[src/rtl/alu_muldiv_seq_if.sv]
// Request/response bundle between the execute stage and the sequential RV64M divider.
interface alu_muldiv_seq_if #(parameter int XLEN = 64);
    logic            in_valid;
    logic            in_ready;
    logic [1:0]      div_op;
    logic            is_32bit;
    logic [XLEN-1:0] input_div_A;
    logic [XLEN-1:0] input_div_B;
    logic            flush;
    logic            out_valid;
    logic            out_ready;
    logic [XLEN-1:0] div_result;
    logic            div_busy;

    modport master (
        output in_valid, div_op, is_32bit, input_div_A, input_div_B, flush, out_ready,
        input  in_ready, out_valid, div_result, div_busy
    );

    modport slave (
        input  in_valid, div_op, is_32bit, input_div_A, input_div_B, flush, out_ready,
        output in_ready, out_valid, div_result, div_busy
    );
endinterface

[src/rtl/alu_muldiv_seq.sv]
// Radix-2 restoring DIV/DIVU/REM/REMU (+W forms) with valid/ready handshake.
// Optional macro ALU_DIV_EARLY_OUT_EN: finish in one edge when |A| < |B|.
module alu_muldiv_seq #(
    parameter int XLEN  = 64,
    parameter int CNT_W = 7
) (
    input logic             clk,
    input logic             rst,
    alu_muldiv_seq_if.slave bus
);
    typedef enum logic [1:0] {IDLE, CALC, FIX, DONE} state_t;

    localparam logic [CNT_W-1:0] N64    = CNT_W'(XLEN);
    localparam logic [CNT_W-1:0] N32    = CNT_W'(32);
    localparam logic [XLEN-1:0]  MIN64  = {1'b1, {(XLEN-1){1'b0}}};
    localparam logic [XLEN-1:0]  MIN32  = {{(XLEN-31){1'b1}}, {31{1'b0}}};

    state_t           state_q;
    logic [XLEN-1:0]  rem_q, quo_q, divisor_q, result_q;
    logic [CNT_W-1:0] cnt_q;
    logic             isW_q, isRem_q, negQ_q, negR_q;
    logic             inReady_q, outValid_q, busy_q;

    logic            signedOp, isRem, sA, sB, bZero, overflow, earlyOut;
    logic [XLEN-1:0] effA, effB, magA, magB, specVal;
    logic [XLEN:0]   shifted, diff;
    logic [XLEN-1:0] qFix, rFix, sel, fixVal;

    // Acceptance-time decode: effective operands, magnitudes and the one-edge special cases.
    always_comb begin
        signedOp = ~bus.div_op[0];
        isRem    = bus.div_op[1];
        effA     = bus.is_32bit ? {{(XLEN-32){bus.input_div_A[31]}}, bus.input_div_A[31:0]}
                                : bus.input_div_A;
        effB     = bus.is_32bit ? {{(XLEN-32){bus.input_div_B[31]}}, bus.input_div_B[31:0]}
                                : bus.input_div_B;
        sA       = signedOp & effA[XLEN-1];
        sB       = signedOp & effB[XLEN-1];
        magA     = sA ? -effA : effA;
        magB     = sB ? -effB : effB;
        bZero    = (effB == '0);
        overflow = signedOp && (effA == (bus.is_32bit ? MIN32 : MIN64)) && (effB == '1);
`ifdef ALU_DIV_EARLY_OUT_EN
        earlyOut = !bZero && (magA < magB);
`else
        earlyOut = 1'b0;
`endif
        if (bZero)
            specVal = isRem ? effA : '1;
        else if (overflow)
            specVal = isRem ? '0 : effA;
        else
            specVal = isRem ? effA : '0;
    end

    // One restoring step; rem always stays below the divisor so a 65-bit trial suffices.
    always_comb begin
        shifted = {rem_q, quo_q[XLEN-1]};
        diff    = shifted - {1'b0, divisor_q};
        qFix    = negQ_q ? -quo_q : quo_q;
        rFix    = negR_q ? -rem_q : rem_q;
        sel     = isRem_q ? rFix : qFix;
        fixVal  = isW_q ? {{(XLEN-32){sel[31]}}, sel[31:0]} : sel;
    end

    always_ff @(posedge clk) begin
        if (rst) begin
            state_q    <= IDLE;
            rem_q      <= '0;
            quo_q      <= '0;
            divisor_q  <= '0;
            result_q   <= '0;
            cnt_q      <= '0;
            isW_q      <= 1'b0;
            isRem_q    <= 1'b0;
            negQ_q     <= 1'b0;
            negR_q     <= 1'b0;
            inReady_q  <= 1'b1;
            outValid_q <= 1'b0;
            busy_q     <= 1'b0;
        end else if (bus.flush) begin
            state_q    <= IDLE;
            inReady_q  <= 1'b1;
            outValid_q <= 1'b0;
            busy_q     <= 1'b0;
        end else begin
            case (state_q)
                IDLE: begin
                    if (bus.in_valid) begin
                        isW_q     <= bus.is_32bit;
                        isRem_q   <= isRem;
                        negQ_q    <= sA ^ sB;
                        negR_q    <= sA;
                        rem_q     <= '0;
                        // W dividends sit in the top half so the MSB feed is always bit XLEN-1.
                        quo_q     <= bus.is_32bit ? {magA[31:0], 32'b0} : magA;
                        divisor_q <= magB;
                        cnt_q     <= bus.is_32bit ? N32 : N64;
                        inReady_q <= 1'b0;
                        busy_q    <= 1'b1;
                        if (bZero || overflow || earlyOut) begin
                            result_q   <= specVal;
                            outValid_q <= 1'b1;
                            state_q    <= DONE;
                        end else begin
                            state_q    <= CALC;
                        end
                    end
                end
                CALC: begin
                    rem_q <= diff[XLEN] ? shifted[XLEN-1:0] : diff[XLEN-1:0];
                    quo_q <= {quo_q[XLEN-2:0], ~diff[XLEN]};
                    cnt_q <= cnt_q - 1'b1;
                    if (cnt_q == CNT_W'(1))
                        state_q <= FIX;
                end
                FIX: begin
                    result_q   <= fixVal;
                    outValid_q <= 1'b1;
                    state_q    <= DONE;
                end
                DONE: begin
                    if (bus.out_ready) begin
                        outValid_q <= 1'b0;
                        inReady_q  <= 1'b1;
                        busy_q     <= 1'b0;
                        state_q    <= IDLE;
                    end
                end
                default: state_q <= IDLE;
            endcase
        end
    end

    assign bus.in_ready   = inReady_q;
    assign bus.out_valid  = outValid_q;
    assign bus.div_result = result_q;
    assign bus.div_busy   = busy_q;
endmodule

[src/flat_wrapper.sv]
// flat-port wrapper written by rule: the top's interface ports become plain ports
module alu_muldiv_seq_flat 
#(
    parameter int XLEN  = 64,
    parameter int CNT_W = 7
)
  (clk, rst, bus_in_valid, bus_div_op, bus_is_32bit, bus_input_div_A, bus_input_div_B, bus_flush, bus_out_ready, bus_in_ready, bus_out_valid, bus_div_result, bus_div_busy);
  alu_muldiv_seq_if #(.XLEN(XLEN)) bus_i ();
  input logic clk;
  input logic rst;
  input wire logic [$bits(bus_i.in_valid)-1:0] bus_in_valid;
  input wire logic [$bits(bus_i.div_op)-1:0] bus_div_op;
  input wire logic [$bits(bus_i.is_32bit)-1:0] bus_is_32bit;
  input wire logic [$bits(bus_i.input_div_A)-1:0] bus_input_div_A;
  input wire logic [$bits(bus_i.input_div_B)-1:0] bus_input_div_B;
  input wire logic [$bits(bus_i.flush)-1:0] bus_flush;
  input wire logic [$bits(bus_i.out_ready)-1:0] bus_out_ready;
  output wire logic [$bits(bus_i.in_ready)-1:0] bus_in_ready;
  output wire logic [$bits(bus_i.out_valid)-1:0] bus_out_valid;
  output wire logic [$bits(bus_i.div_result)-1:0] bus_div_result;
  output wire logic [$bits(bus_i.div_busy)-1:0] bus_div_busy;
  assign bus_i.in_valid = bus_in_valid;
  assign bus_i.div_op = bus_div_op;
  assign bus_i.is_32bit = bus_is_32bit;
  assign bus_i.input_div_A = bus_input_div_A;
  assign bus_i.input_div_B = bus_input_div_B;
  assign bus_i.flush = bus_flush;
  assign bus_i.out_ready = bus_out_ready;
  assign bus_in_ready = bus_i.in_ready;
  assign bus_out_valid = bus_i.out_valid;
  assign bus_div_result = bus_i.div_result;
  assign bus_div_busy = bus_i.div_busy;
  alu_muldiv_seq #(.XLEN(XLEN), .CNT_W(CNT_W)) u_core (.clk(clk), .rst(rst), .bus(bus_i));
endmodule
[config.mk]
export PLATFORM = sky130hd
export DESIGN_NAME = alu_muldiv_seq_flat
export DESIGN_NICKNAME = d
export VERILOG_FILES = /design/src/rtl/alu_muldiv_seq_if.sv /design/src/rtl/alu_muldiv_seq.sv /design/src/flat_wrapper.sv
export SDC_FILE = /design/constraint.sdc
export NUM_CORES = 1
export LEC_CHECK = 0
export BUFFER_PORTS_ARGS = -buffer_cell sky130_fd_sc_hd__buf_2
export CORE_MARGIN = 2
export CORE_UTILIZATION = 40
export DETAILED_ROUTE_END_ITERATION = 10
export PLACE_DENSITY_LB_ADDON = 0.2
export RECOVER_POWER = 25
export SETUP_SLACK_MARGIN = 0.1
export SYNTH_ARGS = -nofsm -noshare
export SYNTH_HDL_FRONTEND = slang
export SYNTH_SLANG_ARGS = --single-unit
export TNS_END_PERCENT = 30
[constraint.sdc]
create_clock -name clk -period 4.16 [get_ports clk]
set_input_delay 0.832 -clock clk [delete_from_list [all_inputs] [get_ports clk]]
set_output_delay 0.832 -clock clk [all_outputs]
set_load 0.02 [all_outputs]
# Word level (Yosys, flattened, before mapping)

Index checks and enable logic that the tools add are counted.

Word-level logic and storage cells: 91
Bits of input ports: 136
Bits in registers: 272

Eq/ne operators: 10
Add/sub/neg operators: 6
Bitwise operators: 6
Muxes and demuxes: 40
Reduce and logical (&&, ||, !) cells: 16

Operators with widths:

| operator                                              | number |
|---|---|
| two-way mux 64 bit                                    | 19 |
| one-hot mux 64 bit (2 select lines)                   | 3 |
| negation 64 bit                                       | 4 |
| subtractor 65 x 64 -> 65 bit                          | 1 |
| equality test 64 bit                                  | 1 |
| equality test 64 bit, second input constant           | 1 |
| logical NOT 64 bit                                    | 1 |
| two-way mux 63 bit                                    | 1 |
| two-way mux 7 bit                                     | 2 |
| one-hot mux 7 bit (2 select lines)                    | 1 |
| AND reduction 3 bit                                   | 4 |
| two-way mux 2 bit                                     | 4 |
| one-hot mux 2 bit (4 select lines)                    | 1 |
| AND reduction 4 bit                                   | 2 |
| equality test 7 x 1 -> 1 bit, second input constant   | 1 |
| subtractor 7 x 1 -> 7 bit, second input constant      | 1 |
| two-way mux 1 bit                                     | 6 |
| nonzero test 2 bit                                    | 3 |
| equality test 2 bit, second input constant            | 2 |
| inequality test 2 x 1 -> 1 bit, second input constant | 2 |
| inequality test 2 bit, second input constant          | 2 |
| one-hot mux 1 bit (2 select lines)                    | 2 |
| inverter 1 bit                                        | 3 |
| one-hot mux 1 bit (3 select lines)                    | 1 |
| other kinds (8)                                       | 10 |

# Longest topological paths before layout

Depth after elaboration: 9
Gate-level depth with buffers: 14

# Worst setup path after synthesis

No wires, ideal clock.

Path type: input port to flip-flop
Start: in bus_input_div_A[21]
End: reg u_core.result_q[59], in the netlist u_core.bus.div_result[59]
Required time: 4.028 ns
Buffers on the path: 2
Library setup time: 0.132 ns
Setup slack: 0.405 ns
Data arrival time: 3.623 ns
Stages on the path: 11
Path through: or4_1 -> nor4b_2 -> nand4_2 -> or4_1 -> o31a_1 -> nand3b_4 -> a21o_1 -> buf_2 -> buf_4 -> a221oi_2 -> nor3_1

Cells in the longest elaborated chain, start to end: 9

RTL lines:

| item                                | line                  | text |
|---|---|---|
| from (decl)                         | flat_wrapper.sv:14    | `input wire logic [$bits(bus_i.input_div_A)-1:0] bus_input_div_A;` |
| two-way mux 64 bit *                | alu_muldiv_seq.sv:33  | `effA = bus.is_32bit ? {{(XLEN-32){bus.input_div_A[31]}}, bus.input_div_A[31:0]}` |
| equality test 64 bit *              | alu_muldiv_seq.sv:42  | `overflow = signedOp && (effA == (bus.is_32bit ? MIN32 : MIN64)) && (effB == '1);` |
| logical AND 1 bit * (2 in a row)    | alu_muldiv_seq.sv:42  |  |
| two-way mux 64 bit                  | alu_muldiv_seq.sv:50  | `else if (overflow)` |
| two-way mux 64 bit                  | alu_muldiv_seq.sv:48  | `if (bZero)` |
| two-way mux 64 bit                  | alu_muldiv_seq.sv:101 | `if (bZero \|\| overflow \|\| earlyOut) begin` |
| two-way mux 64 bit                  | alu_muldiv_seq.sv:89  | `if (bus.in_valid) begin` |
| one-hot mux 64 bit (2 select lines) | alu_muldiv_seq.sv:87  | `case (state_q)` |
| to (signal assigned)                | alu_muldiv_seq.sv:102 | `result_q <= specVal;` |
| to (signal assigned)                | alu_muldiv_seq.sv:118 | `result_q <= fixVal;` |
| to (decl)                           | alu_muldiv_seq.sv:19  | `logic [XLEN-1:0] rem_q, quo_q, divisor_q, result_q;` |

Every way passes the cells marked *; elsewhere a longest branch is shown, timed or not. The select of a mux whose other input is x is not followed.
A chain may end at the register's enable or synchronous reset.

# Worst setup path after layout

Start: reg u_core.quo_q[63]
End: reg u_core.rem_q[8]

Cells in the longest elaborated chain, start to end: 3

RTL lines:

| item                                | line                  | text |
|---|---|---|
| from (decl)                         | alu_muldiv_seq.sv:19  |  |
| from (signal assigned)              | alu_muldiv_seq.sv:96  | `quo_q <= bus.is_32bit ? {magA[31:0], 32'b0} : magA;` |
| from (signal assigned)              | alu_muldiv_seq.sv:112 | `quo_q <= {quo_q[XLEN-2:0], ~diff[XLEN]};` |
| subtractor 65 x 64 -> 65 bit        | alu_muldiv_seq.sv:59  | `diff = shifted - {1'b0, divisor_q};` |
| two-way mux 64 bit                  | alu_muldiv_seq.sv:111 | `rem_q <= diff[XLEN] ? shifted[XLEN-1:0] : diff[XLEN-1:0];` |
| one-hot mux 64 bit (2 select lines) | alu_muldiv_seq.sv:87  |  |
| to (signal assigned)                | alu_muldiv_seq.sv:111 |  |
| to (decl)                           | alu_muldiv_seq.sv:19  |  |

Every way passes these cells.

==> results.md <==
* CP Max Fanout at 11
* EDFF count, synth at 0
* DRT Wirelength at 97500 um
* Arr. time, crit path at between 4000 and 5000 ps
* First-pass DRT Iterations at 10
* Finished Cell Area at ~0.026 sq mm
* Vias per cell at ~6.3
* Remaining antenna violation count at 0
* Boundary Pins at between 200 and 250
* Failing checks: max-capacitance violations, max-slew violations
* CTS Buf Count at 36
* YS warnings at 0
* Worst Setup Path Type: register to register
* Rows at a little under 90
* Final count of hold timing violations at 0
* Crit end category: register
* Die Ht at 243 um
* Main synth FF type: dfxtp_1
* H-tree depth at 2
* Pwr Density at roughly 300 mW/mm^2
* Slew headroom at -0.162
* Cell count of the worst hold path at 2
* RSZ-0062 raised after global routing: yes
* Ys async rst share at 0
* Max Cap Viol at 3
* CTS Buffer Depth at 3
* Clock slew at reported path FFs at 60 ps
* GRT Util Overall at 0.315
* Library cells used by synthesis at 88
* Clock Skew at around 23 ps
* Tightest Hold Check Type: register to register
* Syn Nets at 3430
* Skew-Pair Late Insertion Delay at roughly 570 ps
* Outcome: finished, violations left
* Slew Limit Fails at about 150
* DP Area at between 0.02 and 0.03 sq mm
* Maximum VDD drop at around 0.23 mV
* Startpoint Class: register
* Initial antenna violation count at 2
* Port Buffers at around 200
* Seq. cell area at approximately 0.0054 sq mm
* Fin nets at roughly 3600
* Final Cycle Share at 0.947
* Fmax at about 250 MHz
* Die Width at 243 um
* Final setup fails at 0
* Commonest non-fill, non-tap cell in the layout: nor2_1
* Reg2Reg Depth at 14
* Wirelength per Cell at ~24 um
* Number of fill cells at slightly below 6000
* Most frequent cells in the layout: nor2_1, a21oi_1, dfxtp_1
* Starting Density at 0.405
* Req. time, crit path at 4660 ps
* Clk sink count at 272
* LEAKAGE at approximately 10 nW
* Synth Area per Inst at ~7.1 sq um
* Vias at about 26000
* Layout cells sized above 1 at 0.123
* Post-synthesis cell count at 3218
* Register area share after synthesis at 0.238
* Largest net degree at the start of global routing at between 70 and 80
* Total grt overflow at 0
* Synthesis-stage register bit count at approximately 270
* Cts hold-fix bufs at 0
* Core box area at between 0.05 and 0.06 sq mm
* Multi-input gate area at around 0.016 sq mm
* Remaining routing DRC violations at 0
* Initial DRC count at around 3200
* Vias in the first global route at about 24000
* CTS tree: done
* Post-detail-place hpwl at 75100 um
* Gpl congestion at between 0.9 and 1
* Die footprint at approximately 0.06 sq mm
* Global-route wire length before repair at around 150000 um
* Actual slew at the worst max-slew pin at roughly 1700 ps
* Mapped cell area at about 0.023 sq mm
* Final Critical Period at approximately 3900 ps
* Clock root buffer: clkbuf_16
* Syn-to-layout area delta at 14.8%
* Setup TNS at 0 ps
## registers in the layout, indices dropped and copies added (netlist names)
signal                 cells
u_core.rem_q              64
u_core.bus.out_valid       1
u_core.negR_q              1
u_core.state_q             2
u_core.bus.div_busy        1
u_core.bus.in_ready        1
u_core.quo_q              64
u_core.negQ_q              1
u_core.isW_q               1
u_core.isRem_q             1
u_core.bus.div_result     64
u_core.divisor_q          64
u_core.cnt_q               7
## cell usage after synthesis (7+ instances only)
cell type,number,area (sq um)
nand2b_1,26,163
o21ai_0,238,1190
a21oi_1,304,1520
or3_1,54,338
xor2_1,156,1370
nor3_1,87,435
and2_1,13,81.3
nor4_1,41,257
nand3_1,153,766
a211oi_1,143,1070
inv_1,111,417
o41ai_1,36,315
a21o_1,20,150
nor2b_1,13,81.3
o21bai_1,11,82.6
a22oi_1,30,225
a222oi_1,35,350
a31oi_1,16,100
o31ai_1,64,480
a221oi_1,10,87.6
a32oi_1,20,175
o31a_1,9,78.8
nor2_1,355,1330
ha_1,75,938
o311ai_0,7,61.3
a311oi_1,8,70.1
clkbuf_1,214,803
dfxtp_1,272,5450
buf_1,21,78.8
xnor2_1,134,1170
nand2_1,254,953
o211ai_1,13,97.6
buf_2,14,70.1
and3_1,7,43.8
o22ai_1,12,75.1
or2_2,20,125
o21a_1,13,97.6
mux2i_1,14,140
nand4_1,51,319
or4_1,35,263
## logic make-up (layout without fill, tap and decap cells)
family	count (synthesis)	count (layout)	synth area share
compound gates	1053	1053	0.300
flops	272	272	0.238
buf+inv	364	528	0.0613
xor+xnor	290	290	0.111
mux	14	14	0.00612
simple gates	1149	1149	0.242
fa+ha+maj	76	76	0.0419
other cells	0	1	0
## report_power, final
part           total, mW  leakage [nW]  switching [mW]  internal [mW]
Sequential          2.81          2.21           0.107           2.70
Clock               3.22         0.594            1.30           1.92
Combinational       1.99          7.46            1.32          0.671
## final cells by class
class / instances / share of cell area
well taps: 756 / 0.0360
inverters: 112 / 0.0160
clock buffers: 53 / 0.0409
multi-input cells: 2582 / 0.613
clock inverters: 12 / 0.00471
flip-flops and latches: 272 / 0.207
repair buffers: 351 / 0.0822
diodes: 1 / 0.0000952
## layer usage
metal  vias to the layer above  routed length (um)  global-route usage
met5                         -                  31                   0
met4                         4                3800               0.114
met3                       214                8500              0.0456
met2                      1330               43900               0.504
met1                     12400               41200               0.430
li1                      12100                   -                   -
## timing repair
action,4_1_cts,5_1_grt
setup buffers,0,2
resized for setup,0,2
endpoints found under the setup margin,0,46
## metrics by stage
stage	hold WS, ps	power, mW	worst slack (ps)	util	std cells
2_1_floorplan	420	4.07	405	-	3218
3_3_place_gp	438	4.77	-162	0.446	4071
3_5_place_dp	445	4.79	-210	0.446	4071
4_1_cts	452	8.00	139	0.467	4136
5_1_grt	462	8.32	71.4	0.465	4138
6_report	447	8.02	219	0.465	4139
## final timing paths
path                             start                    to  slack [ps]
setup / recovery      u_core.quo_q[63]       u_core.rem_q[8]         220
hold reg to reg   u_core.divisor_q[49]  u_core.divisor_q[49]         450
hold / removal    u_core.divisor_q[49]  u_core.divisor_q[49]         450
setup reg to reg      u_core.quo_q[63]       u_core.rem_q[8]         220
## critical path: stages (launching register included)
cell and delay, ps:
dfxtp_1 350, inv_1 80, ha_1 220, fa_1 400
nand2b_1 180, a21o_1 180, a31oi_1 190, buf_4 170
a21bo_2 150, a41oi_1 250, o311a_1 440, or3_4 500
buf_4 170, or4_1 470, nand3_1 90
No activity file was read; power rests on OpenSTA's default activity.
